[config.mk]
export PLATFORM = sky130hd
export DESIGN_NAME = regblock_arbiter
export DESIGN_NICKNAME = d
export VERILOG_FILES = /design/src/rtl/regblock_arbiter_pkg.sv /design/src/rtl/regblock_arbiter_regfile.sv /design/src/rtl/regblock_arbiter.sv
export SDC_FILE = /design/constraint.sdc
export NUM_CORES = 1
export LEC_CHECK = 0
export ABC_AREA = 1
export CORE_ASPECT_RATIO = 0.7
export CORE_MARGIN = 2
export CORE_UTILIZATION = 55
export CTS_CLUSTER_DIAMETER = 40
export CTS_CLUSTER_SIZE = 28
export DETAILED_ROUTE_END_ITERATION = 8
export GPL_TIMING_DRIVEN = 0
export PLACE_DENSITY_LB_ADDON = 0.1
export SLEW_MARGIN = 20
export SYNTH_ARGS = -nofsm -noshare
export SYNTH_HDL_FRONTEND = slang
export SYNTH_HIERARCHICAL = 1
export SYNTH_SLANG_ARGS = --single-unit
[constraint.sdc]
create_clock -name clk -period 3.9 [get_ports clk]
set_input_delay 0.39 -clock clk [delete_from_list [all_inputs] [get_ports clk]]
set_output_delay 0.39 -clock clk [all_outputs]
set_load 0.02 [all_outputs]
[src/rtl/regblock_arbiter_pkg.sv]
// Shared types for the regblock two-port arbiter.
// Request bundle fields are sized for the widest supported register block.
package regblock_arb_pkg;

    localparam int REQ_AW = 16;
    localparam int REQ_DW = 64;

    typedef enum logic [1:0] {
        IDLE   = 2'd0,
        LOCK_A = 2'd1,
        LOCK_B = 2'd2
    } arb_state_e;

    typedef enum logic {
        PORT_A = 1'b0,
        PORT_B = 1'b1
    } port_e;

    typedef struct packed {
        logic              we;
        logic              lock;
        logic [REQ_AW-1:0] addr;
        logic [REQ_DW-1:0] wdata;
    } req_t;

endpackage

[src/rtl/regblock_arbiter_regfile.sv]
// Register storage: one write/read port, registered read data.
// A read in the same cycle as a write to that index returns the old value.
module regfile_core #(
    parameter int NREGS = 8,
    parameter int WIDTH = 32,
    parameter int AW    = $clog2(NREGS)
) (
    input  logic             clk,
    input  logic             rst,
    input  logic             we,
    input  logic [AW-1:0]    addr,
    input  logic [WIDTH-1:0] wdata,
    output logic [WIDTH-1:0] rdata
);

    logic [WIDTH-1:0] mem [NREGS];

    always_ff @(posedge clk) begin
        if (!rst) begin
            for (int i = 0; i < NREGS; i++) begin
                mem[i] <= '0;
            end
            rdata <= '0;
        end else begin
            if (we) begin
                mem[addr] <= wdata;
            end
            rdata <= mem[addr];
        end
    end

endmodule

[src/rtl/regblock_arbiter.sv]
// Two-port round-robin access controller with bounded lock in front of
// regfile_core; responses return one cycle after the handshake.
module regblock_arbiter
    import regblock_arb_pkg::*;
#(
    parameter int  NREGS    = 8,
    parameter int  WIDTH    = 32,
    parameter int  MAX_LOCK = 4,
    localparam int AW       = $clog2(NREGS)
) (
    input  logic             clk,
    input  logic             rst,
    input  logic             a_req_valid,
    output logic             a_req_ready,
    input  logic             a_req_we,
    input  logic             a_req_lock,
    input  logic [AW-1:0]    a_req_addr,
    input  logic [WIDTH-1:0] a_req_wdata,
    output logic             a_rsp_valid,
    output logic [WIDTH-1:0] a_rsp_rdata,
    input  logic             b_req_valid,
    output logic             b_req_ready,
    input  logic             b_req_we,
    input  logic             b_req_lock,
    input  logic [AW-1:0]    b_req_addr,
    input  logic [WIDTH-1:0] b_req_wdata,
    output logic             b_rsp_valid,
    output logic [WIDTH-1:0] b_rsp_rdata
);

    localparam int CW = $clog2(MAX_LOCK + 1);
    localparam logic [CW-1:0] CNT_MAX = CW'(MAX_LOCK);

    arb_state_e       state, state_n;
    port_e            last, last_n;
    logic [CW-1:0]    lock_cnt, lock_cnt_n, cnt_inc;
    logic             gnt_a, gnt_b, hs;
    req_t             req_a, req_b, req_sel;
    logic             rsp_vld, rsp_we;
    port_e            rsp_port;
    logic [WIDTH-1:0] core_rdata;

    assign req_a = '{we: a_req_we, lock: a_req_lock,
                     addr: REQ_AW'(a_req_addr),
                     wdata: REQ_DW'(a_req_wdata)};
    assign req_b = '{we: b_req_we, lock: b_req_lock,
                     addr: REQ_AW'(b_req_addr),
                     wdata: REQ_DW'(b_req_wdata)};

    assign hs      = gnt_a | gnt_b;
    assign req_sel = gnt_b ? req_b : req_a;

    always_ff @(posedge clk) begin
        if (!rst) begin
            state    <= IDLE;
            last     <= PORT_B;
            lock_cnt <= '0;
            rsp_vld  <= 1'b0;
            rsp_we   <= 1'b0;
            rsp_port <= PORT_A;
        end else begin
            state    <= state_n;
            last     <= last_n;
            lock_cnt <= lock_cnt_n;
            rsp_vld  <= hs;
            rsp_we   <= req_sel.we;
            rsp_port <= gnt_b ? PORT_B : PORT_A;
        end
    end

    // Grants only ever go to the owner while locked, so last tracks it.
    always_comb begin
        state_n    = state;
        last_n     = last;
        lock_cnt_n = lock_cnt;
        cnt_inc    = (lock_cnt == CNT_MAX) ? lock_cnt : lock_cnt + 1'b1;
        if (hs) begin
            last_n = gnt_b ? PORT_B : PORT_A;
            if (req_sel.lock && cnt_inc != CNT_MAX) begin
                state_n    = gnt_b ? LOCK_B : LOCK_A;
                lock_cnt_n = cnt_inc;
            end else begin
                state_n    = IDLE;
                lock_cnt_n = '0;
            end
        end
    end

    always_comb begin
        gnt_a = 1'b0;
        gnt_b = 1'b0;
        if (rst) begin
            unique case (state)
                IDLE: begin
                    gnt_a = a_req_valid && (!b_req_valid || last == PORT_B);
                    gnt_b = b_req_valid && (!a_req_valid || last == PORT_A);
                end
                LOCK_A:  gnt_a = a_req_valid;
                LOCK_B:  gnt_b = b_req_valid;
                default: ;
            endcase
        end
    end

    assign a_req_ready = gnt_a;
    assign b_req_ready = gnt_b;

    regfile_core #(
        .NREGS (NREGS),
        .WIDTH (WIDTH),
        .AW    (AW)
    ) u_core (
        .clk   (clk),
        .rst   (rst),
        .we    (hs && req_sel.we),
        .addr  (AW'(req_sel.addr)),
        .wdata (WIDTH'(req_sel.wdata)),
        .rdata (core_rdata)
    );

    // Outputs are held quiet while reset is asserted, dropping any pending pulse.
    assign a_rsp_valid = rst && rsp_vld && rsp_port == PORT_A;
    assign b_rsp_valid = rst && rsp_vld && rsp_port == PORT_B;
    assign a_rsp_rdata = (a_rsp_valid && !rsp_we) ? core_rdata : '0;
    assign b_rsp_rdata = (b_rsp_valid && !rsp_we) ? core_rdata : '0;

endmodule
==> results of run 1 <==
-- cell type report --
type	instances	area [µm²]
sequential	297	8508
timing repair buffer	153	1634
buffer	82	434.2
multi-input combinational	1011	4044
inverter	340	1276
clock inverter	22	254.0
clock buffer	39	954.7
tap	331	414.1
fill	2024	8046
-- how the worst max path moves through the flow --
stage / cells after the start / startpoint / to
2_1_floorplan: 12 / b_req_valid / u_core/mem[5][0]
3_3_place_gp: 13 / rst / u_core/mem[6][12]
3_5_place_dp: 14 / rst / u_core/mem[2][19]
4_1_cts: 14 / rst / u_core/mem[2][19]
5_1_grt: 14 / rst / u_core/mem[2][19]
6_report: 14 / rst / u_core/mem[2][19]
-- tightest hold or removal path, delay by kind of cell (launching register included) --
kind	cells	cell delay (ns)
DFF	1	0.34
and+or+nand+nor	2	0.11
-- cell families (layout without fill, tap and decap cells) --
logic type | after synthesis | in the layout | share of synthesized area
compound gates | 12 | 12 | 0.004217
fa+ha+maj | 2 | 2 | 0.001757
buf+inv | 422 | 636 | 0.1201
flops | 297 | 297 | 0.5974
simple gates | 997 | 997 | 0.2766
-- power breakdown --
| part | internal [mW] | switching (mW) | leakage, nW |
|---|---|---|---|
| combinational | 0.308 | 0.667 | 4.58 |
| clock | 2.06 | 1.36 | 0.601 |
| sequential | 3.60 | 0.0445 | 2.97 |
| total | 5.97 | 2.07 | 8.16 |
-- cell usage after synthesis --
cell	count
o21ai_0	4
dfxtp_1	41
inv_1	337
buf_2	68
buf_4	1
nand3_1	137
nor2_2	3
nor2_1	389
clkinv_1	1
a21oi_1	6
or2_1	1
buf_6	5
nand2_1	463
edfxtp_1	256
ha_1	2
o21ai_1	2
nor2_4	1
nand2_2	2
and3_1	1
clkbuf_1	8
inv_2	2
-- state kept, by name, summed over array words and instances (netlist names) --
register	count
u_core/mem	256
u_core/rdata	32
lock_cnt	3
state	2
last	1
rsp_port	1
rsp_vld	1
rsp_we	1
-- stage by stage --
step | cells | utilization | TNS, ns
finish | 2275 | 0.6853 | 0
global route | 2275 | 0.6853 | 0
CTS | 2275 | 0.6853 | 0
detailed placement | 2214 | 0.6380 | -10.33
global placement | 2206 | 0.6301 | -204.02
floorplan | 1730 | - | 0
-- placed cells by master (no fill, tap or decap), types with 10 or more instances in the layout --
master           instances
buf_2                   68
clkbuf_16               38
clkdlybuf4s50_1        145
dfxtp_1                 41
edfxtp_1               256
inv_1                  337
nand2_1                455
nand2_2                 10
nand3_1                137
nor2_1                 389
-- per-layer routing --
metal | share of wire | up-vias | track usage
met5 | 0 | - | 0
met4 | 0.029 | 0 | 0.09530
met3 | 0.12 | 86 | 0.05350
met2 | 0.44 | 651 | 0.4630
met1 | 0.40 | 5423 | 0.4270
li1 | - | 5603 | -
==> results.cfg, run 1 <==
[cts]
clockRootBuffer = clkbuf_16
clockBufferDepth = 3
cts_tree = yes
cts.sink_count = 297
cts_setup_buffers = 0
clkTransAtPathRegs_ns = 0.06
hold_buffers = 0
clock_latency_ns = 0.52
htreeDepth = 2
ctsResizeCount = 0
cts_inserted_buffers = 34

[die]
rows = 49
coreArea_um2 = 25570
die_y_um = 138.6
ios = 146
die_x_um = 196.3
initial_core_util = 0.5571
die_area_um2 = 27220

[run_status]
status = completed

[timing]
rsz0062_at_grt = no
setup_viol = 0
tightest_slew_ns = 0.8050
timing.fmax_ghz = 0.2741
whs_ns = 0.4952
fin_crit_ns = 3.648
hold_viol_final = 0
final-max-slew-violation-count = 0
fin_skew_ns = 0.01977
setup_ws_ns = 0.2518
max_slew_margin = 0.4633
period_share = 0.9354

[global_routing]
grt_pass1_wl_um = 60660
antenna_found_initial = 0
grt_pass1_vias = 10910
grt_overflow = 0
gr-usage-all-layers = 0.2974
grt_max_degree = 23

[setup_path]
start_kind = input pin
reg2reg_to = u_core/mem[2][19]
cpLargestDelayFamily = buffers and inverters
max_stage_delay_ns = 0.67
crit_slowest_cell = clkdlybuf4s50_1
r2r_slack_ns = 0.45
path_cells = clkdlybuf4s50_1, inv_2, nor2_4, nand2_2, inv_2, buf_2, nand2_1, nand2_1, inv_1, nor2_2, nand2_1, buf_2, nand2_2, buf_12
cp_max_fo = 21
worst_ep_required_time_ns = 4.10
end_kind = register
cp_common_cell = nand2_1
reg2reg_depth = 14
cp.arrival_ns = 3.85
worstSetupPathType = in -> reg
timing.rr.start = state[0]
worst-path-buf-inv = 7

[placement]
gp_congestion = 0.8355
pre_cts_ws_ns = -0.1637
portBuffers = 145
placed_area_um2 = 16310
dp_hpwl_um = 26680

[min_path]
hold_path_class = reg -> reg
holdPathEnd = last
min-delay-start = last
hold_depth = 2

[routing]
routed_wl_um = 40050
avgRoutedWirePerCell_um = 17.60
drc_errors = 0
dr.pass1.iters = 6
vias = 11760
avgViaCountPerCell = 5.171
antenna_left = 0
drt_iter0_drc = 1429

[logic_synthesis]
synth_seq_cells = 297
yosys.area.top_type = edfxtp_1
synthesis.nets = 1810
yosysUniqueCellTypes = 21
yosys.area.top_type_share = 0.5398
ys_seq_area_frac = 0.5974
syn_inst = 1730
syn_area_um2 = 14240
avgSynthCellArea_um2 = 8.233
yosys_warnings = 6
synth_area_leaders = edfxtp_1, nand2_1, nor2_1

[pwr]
ir_drop_uv = 319.8
total_power_mw = 8.039
power_density_nw_per_um2 = 458.9
p_leak_nw = 8.158

[final_layout]
antennaDiodeCount = 0
area_delta_synth_final_pct = 23.01
fin_nets = 1999
drive_gt1_frac = 0.08076
final_area_um2 = 17520

[job]
cap_violations = 0
Power figures use the tool's default switching activity.
==> run 2, diff against run 1 <==
--- a/config.mk
+++ b/config.mk
@@ -6,14 +6,15 @@
 export NUM_CORES = 1
 export LEC_CHECK = 0
 export ABC_AREA = 1
-export CORE_ASPECT_RATIO = 0.7
+export CAP_MARGIN = 25
+export CORE_ASPECT_RATIO = 1.4
 export CORE_MARGIN = 2
 export CORE_UTILIZATION = 55
 export CTS_CLUSTER_DIAMETER = 40
 export CTS_CLUSTER_SIZE = 28
 export DETAILED_ROUTE_END_ITERATION = 8
 export GPL_TIMING_DRIVEN = 0
-export PLACE_DENSITY_LB_ADDON = 0.1
+export PLACE_DENSITY = 0.75
 export SLEW_MARGIN = 20
 export SYNTH_ARGS = -nofsm -noshare
 export SYNTH_HDL_FRONTEND = slang
==> results.cfg, run 2 (same netlist as run 1, synthesis figures left out) <==
[run_status]
status = finished, violations left
violations = design-rule violations

[setup_path]
crit_slowest_cell = clkdlybuf4s50_1
reg2reg_to = u_core/mem[5][5]
start_kind = input pin
crit_cells = 14
cpLargestDelayFamily = buffers and inverters
worstSetupPathType = in -> reg
path_cells = clkdlybuf4s50_1, inv_2, nor2_4, nand2_2, inv_2, buf_2, nand2_1, nand2_1, inv_1, nor2_2, nand2_1, buf_2, nand2_2, buf_16
cp.arrival_ns = 3.75
worst_ep_required_time_ns = 4.17
reg2reg_depth = 14
cp_common_cell = nand2_1
worst-path-buf-inv = 7
timing.rr.start = state[0]
cp_max_fo = 18
end_kind = register
r2r_slack_ns = 0.54
max_stage_delay_ns = 0.64

[final_layout]
regMostFlops = u_core/mem
fin_nets = 1995
largest_reg_flops = 256
area_delta_synth_final_pct = 21.80
layout_commonest_cell = nand2_1
final_area_um2 = 17350
utilization = 0.6812
reg.largest.list = u_core/mem x256, u_core/rdata x32, lock_cnt x3
final_cell_mix = nand2_1, nor2_1, inv_1, edfxtp_1, clkdlybuf4s50_1
layoutNonFillerInstCount = 2258
drive_gt1_frac = 0.07788
final.fill_count = 1953
antennaDiodeCount = 0

[cts]
hold_buffers = 0
clockBufferDepth = 3
htreeDepth = 1
clock_latency_ns = 0.56
ctsResizeCount = 0
cts_tree = yes
cts_inserted_buffers = 30
cts_setup_buffers = 0
clockRootBuffer = clkbuf_16
cts.sink_count = 297
clkTransAtPathRegs_ns = 0.07

[timing]
tightest_slew_ns = 0.7515
final-max-slew-violation-count = 0
setup_ws_ns = 0.4181
period_share = 0.8928
setup_tns_ns = 0
fin_crit_ns = 3.482
timing.fmax_ghz = 0.2872
fin_skew_ns = 0.01089
rsz0062_at_grt = no
max_slew_margin = 0.4990
hold_viol_final = 0
setup_viol = 0

[pwr]
switching_share = 0.2614
power.internal_mw = 5.586
p_seq_frac = 0.482
p_sw_mw = 1.976
comb_power_share = 0.126
ir_drop_uv = 363.7
pwr-share-clk = 0.392
power_density_nw_per_um2 = 435.9
p_leak_nw = 8.071

[die]
die_area_um2 = 27220
die_x_um = 140
rows = 69
coreArea_um2 = 25470
die_y_um = 194.4
ios = 146
initial_core_util = 0.5592

[placement]
gp_congestion = 0.8276
placed_area_um2 = 16320
dpl.cell_count = 2202
portBuffers = 145
pre_cts_ws_ns = -0.04411
dp_hpwl_um = 25600

[global_routing]
grt_overflow = 0
grt_max_degree = 22
grt_pass1_vias = 11240
antenna_found_initial = 0
grt_pass1_wl_um = 58110
gr-usage-all-layers = 0.2759

[routing]
avgViaCountPerCell = 5.059
drt_iter0_drc = 1192
vias = 11420
dr.pass1.iters = 7
routed_wl_um = 37220
drc_errors = 10
avgRoutedWirePerCell_um = 16.48
antenna_left = 0

[min_path]
hold_depth = 3
holdPathEnd = state[1]
hold_path_class = in -> reg
min-delay-start = b_req_lock

[job]
cap_violations = 0
run 2: how the worst max path moves through the flow:
stage                            from  slack, ns                end
after floorplan           b_req_valid       1.08   u_core/mem[5][0]
after global placement            rst      -0.78   u_core/mem[5][7]
after detailed placement          rst      -0.04   u_core/mem[5][6]
after CTS                         rst       0.52   u_core/mem[5][1]
after global routing              rst       0.26  u_core/mem[5][27]
final                             rst       0.42   u_core/mem[5][5]
run 2: stage by stage:
stage                     hold WS, ns  power [mW]
after floorplan                0.4434       4.278
after global placement         0.4538       4.603
after detailed placement       0.4668       4.653
after CTS                      0.4469       7.591
after global routing           0.4944       7.844
final                          0.4667       7.562
run 2: worst min-delay path: cells and delay by family:
family,cells,cell delay [ns]
buffers and inverters,1,0.44
AND/OR/NAND/NOR,1,0.10
AO/OA/AOI/OAI,1,0.06
run 2: final cells by class:
| class | instances | area, µm² | area share |
|---|---|---|---|
| clock inverters | 23 | 257.7 | 0.01486 |
| flip-flops and latches | 297 | 8508 | 0.4904 |
| well taps | 319 | 399.1 | 0.02301 |
| repair buffers | 153 | 1657 | 0.09549 |
| multi-input cells | 1011 | 4044 | 0.2331 |
| clock buffers | 33 | 772.0 | 0.04450 |
| inverters | 340 | 1276 | 0.07357 |
| plain buffers | 82 | 434.2 | 0.02503 |
run 2: power by group through the flow:
stage / sequential [mW] / clock [mW] / combinational [mW]
after floorplan: 3.71 / 0 / 0.571
after global placement: 3.72 / 0 / 0.886
after detailed placement: 3.72 / 0 / 0.938
after CTS: 3.65 / 3.00 / 0.948
after global routing: 3.66 / 3.13 / 1.06
final: 3.65 / 2.96 / 0.952
run 2: layer usage:
layer	track usage	vias to the layer above	share of wire
met3	0.03449	106	0.075
met5	0	-	0
met4	0.1074	0	0.036
met2	0.5098	492	0.52
met1	0.3262	5228	0.37
li1	-	5597	-
==> run 3, diff against run 2 <==
--- a/config.mk
+++ b/config.mk
@@ -10,12 +10,11 @@
 export CORE_ASPECT_RATIO = 1.4
 export CORE_MARGIN = 2
 export CORE_UTILIZATION = 55
-export CTS_CLUSTER_DIAMETER = 40
+export CTS_CLUSTER_DIAMETER = 80
 export CTS_CLUSTER_SIZE = 28
 export DETAILED_ROUTE_END_ITERATION = 8
 export GPL_TIMING_DRIVEN = 0
 export PLACE_DENSITY = 0.75
-export SLEW_MARGIN = 20
 export SYNTH_ARGS = -nofsm -noshare
 export SYNTH_HDL_FRONTEND = slang
 export SYNTH_HIERARCHICAL = 1
==> results.cfg, run 3 (same netlist as run 1, synthesis figures left out) <==
[min_path]
hold_path_class = reg -> reg
min-delay-start = last
hold_depth = 2

[run_status]
violations = design-rule violations
status = finished, violations left

[die]
die_x_um = 140
rows = 69
initial_core_util = 0.5592
coreArea_um2 = 25470
ios = 146
die_y_um = 194.4
die_area_um2 = 27220

[global_routing]
grt_max_degree = 33
antenna_found_initial = 0
grt_overflow = 0
gr-usage-all-layers = 0.2662
grt_pass1_wl_um = 56210
grt_pass1_vias = 10800

[final_layout]
layoutNonFillerInstCount = 2221
antennaDiodeCount = 0
largest_reg_flops = 256
regMostFlops = u_core/mem
reg.largest.list = u_core/mem x256, u_core/rdata x32, lock_cnt x3
utilization = 0.6520
final_cell_mix = nand2_1, nor2_1, inv_1, edfxtp_1, clkdlybuf4s50_1
area_delta_synth_final_pct = 16.59
drive_gt1_frac = 0.05783
fin_nets = 1974
layout_commonest_cell = nand2_1

[setup_path]
timing.rr.start = state[0]
end_kind = register
start_kind = input pin
startpoint = rst
worstSetupPathType = in -> reg
worst_ep_required_time_ns = 3.92
reg2reg_depth = 13
cp.arrival_ns = 3.63
r2r_slack_ns = 0.47
cp_max_fo = 32

[timing]
fin_crit_ns = 3.602
rsz0062_at_grt = no
hold_viol_final = 0
max_slew_margin = 0.3460
tightest_slew_ns = 0.9775
timing.fmax_ghz = 0.2776
fin_skew_ns = 0.01062
period_share = 0.9237
setup_ws_ns = 0.2977
setup_viol = 0
final-max-slew-violation-count = 0

[cts]
cts_tree = yes
clockBufferDepth = 3
cts_setup_buffers = 0
clkTransAtPathRegs_ns = 0.10
htreeDepth = 1
cts.sink_count = 297
hold_buffers = 0
ctsResizeCount = 0
clockRootBuffer = clkbuf_16
clock_latency_ns = 0.50
cts_inserted_buffers = 14

[pwr]
ir_drop_uv = 266.0
total_power_mw = 6.256
p_seq_frac = 0.582
p_leak_nw = 7.709
switching_share = 0.2605
p_sw_mw = 1.629
power.internal_mw = 4.626
pwr-share-clk = 0.269
comb_power_share = 0.149
power_density_nw_per_um2 = 376.8

[routing]
avgViaCountPerCell = 5.054
avgRoutedWirePerCell_um = 16.22
antenna_left = 0
dr.pass1.iters = 8
vias = 11230
drt_iter0_drc = 1142
drc_errors = 10
routed_wl_um = 36020

[job]
cap_violations = 0

[placement]
gp_congestion = 0.8276
dp_hpwl_um = 24950
dpl.cell_count = 2197
pre_cts_ws_ns = -0.09911
portBuffers = 145
run 3: cell count changes in the layout (fill, tap and decap cells not counted), moves of 2 or more:
cell,change
clkbuf_16,-15
inv_6,-6
clkbuf_1,+5
buf_16,-4
clkinv_2,-4
bufinv_16,-3
inv_8,-3
clkinv_4,-2
clkinvlp_4,-2
run 3: worst paths after layout:
| kind | to |
|---|---|
| max | u_core/mem[7][17] |
| min | last |
| max reg2reg | u_core/mem[7][17] |
| min reg2reg | last |
run 3: layout make-up:
type	count	area, µm²
Inverter	340	1276
Timing Repair Buffer	148	1526
Multi-Input combinational cell	1011	4044
Clock buffer	22	401.6
Tap cell	319	399.1
Fill cell	2039	8864
Sequential cell	297	8508
Clock inverter	2	15.01
Buffer	82	434.2
run 3: layer usage:
layer	vias to the layer above	track usage	part of all wire
li1	5528	-	-
met1	5143	0.3306	0.38
met2	483	0.4910	0.52
met3	71	0.02809	0.070
met4	0	0.07744	0.025
met5	-	0	0
run 3: through the flow:
stage,instance area (µm²),hold WS [ns],setup TNS [ns]
floorplan,14240,0.4434,0
global placement,16090,0.4538,-155.72
detailed placement,16190,0.4633,-13.42
CTS,16600,0.4811,0
global route,16600,0.5107,0
finish,16600,0.4883,0
run 3: worst max-delay path: stages:
cell	delay (ns)
clkdlybuf4s50_1	0.63
inv_2	0.11
nor2_4	0.12
nand2_2	0.11
buf_6	0.18
buf_6	0.17
nand2_1	0.07
nand2_1	0.14
nand2_1	0.11
clkinv_1	0.30
nand2_1	0.34
buf_2	0.30
nand2_2	0.59
run 3: power by group through the flow:
stage	clock (mW)	combinational (mW)	sequential, mW
floorplan	0	0.571	3.71
global placement	0	0.886	3.72
detailed placement	0	0.920	3.72
CTS	1.70	0.925	3.64
global route	1.83	1.03	3.66
finish	1.68	0.929	3.64
==> RTL edit 1: new RTL, flow settings as in run 1 <==
`NREGS` is set to 8 in 2 places; all go to 16.
--- a/src/rtl/regblock_arbiter_regfile.sv
+++ b/src/rtl/regblock_arbiter_regfile.sv
@@ -1,7 +1,7 @@
 // Register storage: one write/read port, registered read data.
 // A read in the same cycle as a write to that index returns the old value.
 module regfile_core #(
-    parameter int NREGS = 8,
+    parameter int NREGS = 16,
     parameter int WIDTH = 32,
     parameter int AW    = $clog2(NREGS)
 ) (
--- a/src/rtl/regblock_arbiter.sv
+++ b/src/rtl/regblock_arbiter.sv
@@ -3,7 +3,7 @@
 module regblock_arbiter
     import regblock_arb_pkg::*;
 #(
-    parameter int  NREGS    = 8,
+    parameter int  NREGS    = 16,
     parameter int  WIDTH    = 32,
     parameter int  MAX_LOCK = 4,
     localparam int AW       = $clog2(NREGS)
Interface: changed (resized a_req_addr and b_req_addr); port bits go from 146 to 148. No check against the original RTL was run, so the function may have changed too.
==> RTL edit 1 against run 1 <==
- critical path depth up 2
- maximum frequency down 2.6%
- total power up 70%
- sequential cell count up 256
- routed wire length up 82%
- sequential power up 86%
- synthesized area up 80%
- final area up 71%
- worst setup slack worse by 97 ps
- critical path type unchanged
==> RTL edit 1: results (changes against run 1) <==
metric,value,unit,change
outcome,completed,,
post-place instance area,0.0281,mm^2,+73%
crit path launch,rst,,
Largest regs,"u_core/mem: 512 flops, u_core/rdata: 32 flops, lock_cnt: 3 flops",,
layout net count,3309,,+66%
hold endpoint,state[1],,
internal reg-to-reg setup slack,270,ps,-180 ps
reg2reg path depth,16,,+2
skew final,21.2,ps,+1.40 ps
sequential area share after synthesis,0.631,,+0.0332
Synth top cells by count,"nand2_1 (1504), nor2_1 (650), edfxtp_1 (512), buf_2 (94), clkbuf_1 (83)",,
Yosys cell types,22,,+4.8%
TritonCTS buffer count,52,,+53%
Fin Hold WS,417,ps,-78.3 ps
GRT Util Overall,0.299,,+0.00175
RR Endpoint,u_core/mem[1][24],,
arrival time at the worst endpoint,4040,ps,+190 ps
syn_nets,3101,,+71%
# port buffers,147,,+1.4%
via count,20800,,+77%
# fillers,3822,,+89%
sw power,0.00379,W,+83%
DR WL/cell,18.8,um,+6.5%
Final Util,0.648,,-0.0372
peak fanout along the critical path,24,,+14%
synth top area cells,"edfxtp_1 (60%), nand2_1 (22%), nor2_1 (9.5%), dfxtp_1 (3.2%), buf_2 (1.8%)",,
Worst-Margin Slew,1250,ps,+445 ps
Int Pwr,0.00984,W,+65%
DRT Pass-1 Iters,5,,-1
post-CTS sizing,3,,+3
Clock Power Share,0.382,,-0.043
post-DP HPWL,52800,um,+98%
largest net degree at the start of global routing,33,,+43%
Post-Place Setup Slack,-966,ps,-802 ps
Inst Count DP,3785,,+71%
leak pwr,13.4,nW,+64%
vias per inst,5.36,,+3.7%
number of synthesized flops with an enable pin,512,,+100%
Hold Crit Class,in -> reg,,
Worst Hold Launch,b_req_lock,,
DRT iter0 DRCs,2457,,+72%
vias in the first global route,19600,,+79%
Synth Area per Inst,8.51,um^2,+3.3%
hold depth,3,,+1
Placer Congestion,0.917,,+9.7%
share of layout cells above drive strength 1,0.0697,,-0.0110
first-pass GRT wire length,111000,um,+82%
VDD IR-drop max,0.333,mV,+4.1%
seq pwr,0.00678,W,+86%
## RTL edit 1: changes by cell type in the layout (fill, tap and decap cells not counted), sizes merged, moves of 4 or more
cell,run 1,this run
clkinvlp,1,5
nand2,465,1506
buf,82,121
nand3,137,8
clkbuf,47,137
nor2,393,651
inv,348,107
clkinv,9,14
edfxtp,256,512
## RTL edit 1: worst max-delay path by stage
stage                    endpoint  slack (ps)  depth (start not counted)
3_5_place_dp     u_core/mem[5][6]        -970                         14
2_1_floorplan   u_core/mem[10][0]         870                         14
4_1_cts        u_core/mem[12][15]         100                         14
5_1_grt         u_core/mem[1][24]         -20                         16
6_report        u_core/mem[1][24]         160                         16
3_3_place_gp    u_core/mem[1][20]       -1680                         13
## RTL edit 1: cell type report
cell class / count / area share
Clock buffer: 54 / 0.0444
Multi-Input combinational cell: 2185 / 0.279
Antenna cell: 1 / 0.0000835
Clock inverter: 43 / 0.0143
Buffer: 197 / 0.0302
Timing Repair Buffer: 154 / 0.0553
Inverter: 84 / 0.0105
Tap cell: 612 / 0.0256
Sequential cell: 553 / 0.540
## RTL edit 1: cells by family after synthesis
family,count (synthesis),synth area share
AO/OA/AOI/OAI,12,0.00234
adder cells (fa/ha/maj),2,0.000974
buffers and inverters,281,0.0474
flip-flops,553,0.631
AND/OR/NAND/NOR,2171,0.319
## RTL edit 1: worst max-delay path: stages
cell and delay [ps]:
clkdlybuf4s50_1 670, inv_2 130, nor2_4 150, nand2_2 120, inv_2 90, buf_2 300, nand2_1 80, nand2_1 70
buf_4 180, inv_2 80, buf_2 250, nor2_2 270, nand2_1 290, buf_2 340, nand2_2 320, buf_12 260
## RTL edit 1: metal layers
layer	global-route usage	share of wire
met1	0.428	0.42
met2	0.475	0.45
met3	0.0405	0.098
met4	0.105	0.037
met5	0	0
==> RTL edit 2: new RTL, flow settings as in run 1 <==
Made on the original files. Encoding of `arb_state_e`: now one-hot (3 bits for 3 states).
--- a/src/rtl/regblock_arbiter_pkg.sv
+++ b/src/rtl/regblock_arbiter_pkg.sv
@@ -5,10 +5,10 @@
     localparam int REQ_AW = 16;
     localparam int REQ_DW = 64;
 
-    typedef enum logic [1:0] {
-        IDLE   = 2'd0,
-        LOCK_A = 2'd1,
-        LOCK_B = 2'd2
+    typedef enum logic [2:0] {
+        IDLE   = 3'b001,
+        LOCK_A = 3'b010,
+        LOCK_B = 3'b100
     } arb_state_e;
 
     typedef enum logic {
Function: same outputs for any inputs over 4 cycles, from zero or initial values and one cycle with rst low; so few cycles prove little.
==> RTL edit 2 against run 1 <==
- sequential share of layout area hardly changed
- sequential cell count is 1 higher
- synthesized cell count is 0.52% higher
- clock skew is 8.9 ps lower
- global-route usage is 0.21 points lower
- total power is 0.13% lower
- worst setup slack better by 270 ps
- final area is 0.33% higher
- register-to-register slack better by 70 ps
- routed wire length is 0.54% lower
- non-clock buffer count stayed put
- synthesized area is 0.72% higher
- maximum frequency is 8.0% higher
==> RTL edit 2: results (changes against run 1) <==
metric,value,unit,change
Worst path max stage delay,390,ps,-280 ps
layout net count,2009,,+0.50%
clock group power,0.00331,W,-3%
share of layout cells above drive strength 1,0.0834,,+0.00261
Post-Place Setup Slack,150,ps,+313 ps
Synth Area in Adders,0.00174,,-0.0000126
Inst Count DP,2222,,+0.36%
post-DP HPWL,26700,um,+0.22%
total chip power,0.00803,W,-0.13%
skew final,10.9,ps,-8.86 ps
Largest regs,"u_core/mem: 256 flops, u_core/rdata: 32 flops",,
post-place instance area,0.0164,mm^2,+0.48%
Post-Route WL,39800,um,-0.54%
Signal buf overhead,0.117,,-0.000672
# port buffers,144,,-0.69%
TritonCTS buffer count,36,,+5.9%
peak fanout along the critical path,17,,-19%
Crit path max-delay family,simple AND/OR/NAND/NOR gates,,
vias per inst,5.08,,-1.7%
Non-Filler Instances,2286,,+0.48%
final-layout clock buffer total,46,,+18%
Post-Layout Inst Area,0.0176,mm^2,+0.33%
Slowest cell on crit path,nand2_2,,
Synth top cells by count,"nand2_1 (464), nor2_1 (396), inv_1 (336), edfxtp_1 (256), nand3_1 (134)",,
first-pass GRT wire length,60300,um,-0.55%
Placer Congestion,0.857,,+2.6%
outcome,completed,,
fraction of area in multi-input gates,0.234,,+0.00323
Mapped Cells,1739,,+0.52%
DRT iter0 DRCs,1010,,-29%
#MultiIn Comb,1020,,+0.89%
Fin Hold WS,131,ps,-365 ps
largest net degree at the start of global routing,24,,+4.3%
die width,197,um,+0.35%
H-tree levels,2,,unchanged
Combinational Power Share,0.131,,+0.010
arrival time at the worst endpoint,3620,ps,-230 ps
Clock Pin Slew Worst Setup and Hold Paths,60,ps,about the same
Yosys cell types,26,,+24%
Worst-Margin Slew,798,ps,-7.46 ps
Hold Crit Class,in -> reg,,
# fillers,2044,,+0.99%
leak pwr,8.15,nW,about the same
non-clock inverter count,338,,-0.59%
VDD IR-drop max,0.271,mV,-15%
sequential area share after synthesis,0.595,,-0.00288
Synth Area in Compound Gates,0.00488,,+0.000668
syn_nets,1819,,+0.50%
RR Endpoint,u_core/mem[6][5],,
vias in the first global route,10800,,-0.73%
synth top area cells,"edfxtp_1 (54%), nand2_1 (12%), nor2_1 (10%), inv_1 (8.8%), dfxtp_1 (5.9%)",,
Worst Hold Launch,rst,,
RR Startpoint,state[0],,
## RTL edit 2: cell count changes after synthesis, sizes merged, moves of 2 or more
cell,before,now
inv,339,337
nor2,393,402
a21oi,6,4
nand2,465,467
o21bai,0,2
o21ai,6,4
## RTL edit 2: layer usage
| metal | vias to the layer above | GRT usage | share of wire |
|---|---|---|---|
| li1 | 5633 | - | - |
| met1 | 5314 | 0.431 | 0.43 |
| met2 | 577 | 0.455 | 0.44 |
| met3 | 96 | 0.0455 | 0.11 |
| met4 | 0 | 0.0981 | 0.030 |
| met5 | - | 0.00882 | 0 |
## RTL edit 2: worst max path at each step
stage,start,to,slack [ps],cells after the start
after floorplan,rst,u_core/mem[5][0],940,12
after global placement,b_req_valid,u_core/mem[6][13],-640,13
after detailed placement,a_req_valid,u_core/mem[3][13],150,15
after CTS,state[0],u_core/mem[6][8],560,15
after global routing,state[0],u_core/mem[6][5],270,14
final,state[0],u_core/mem[6][5],520,14
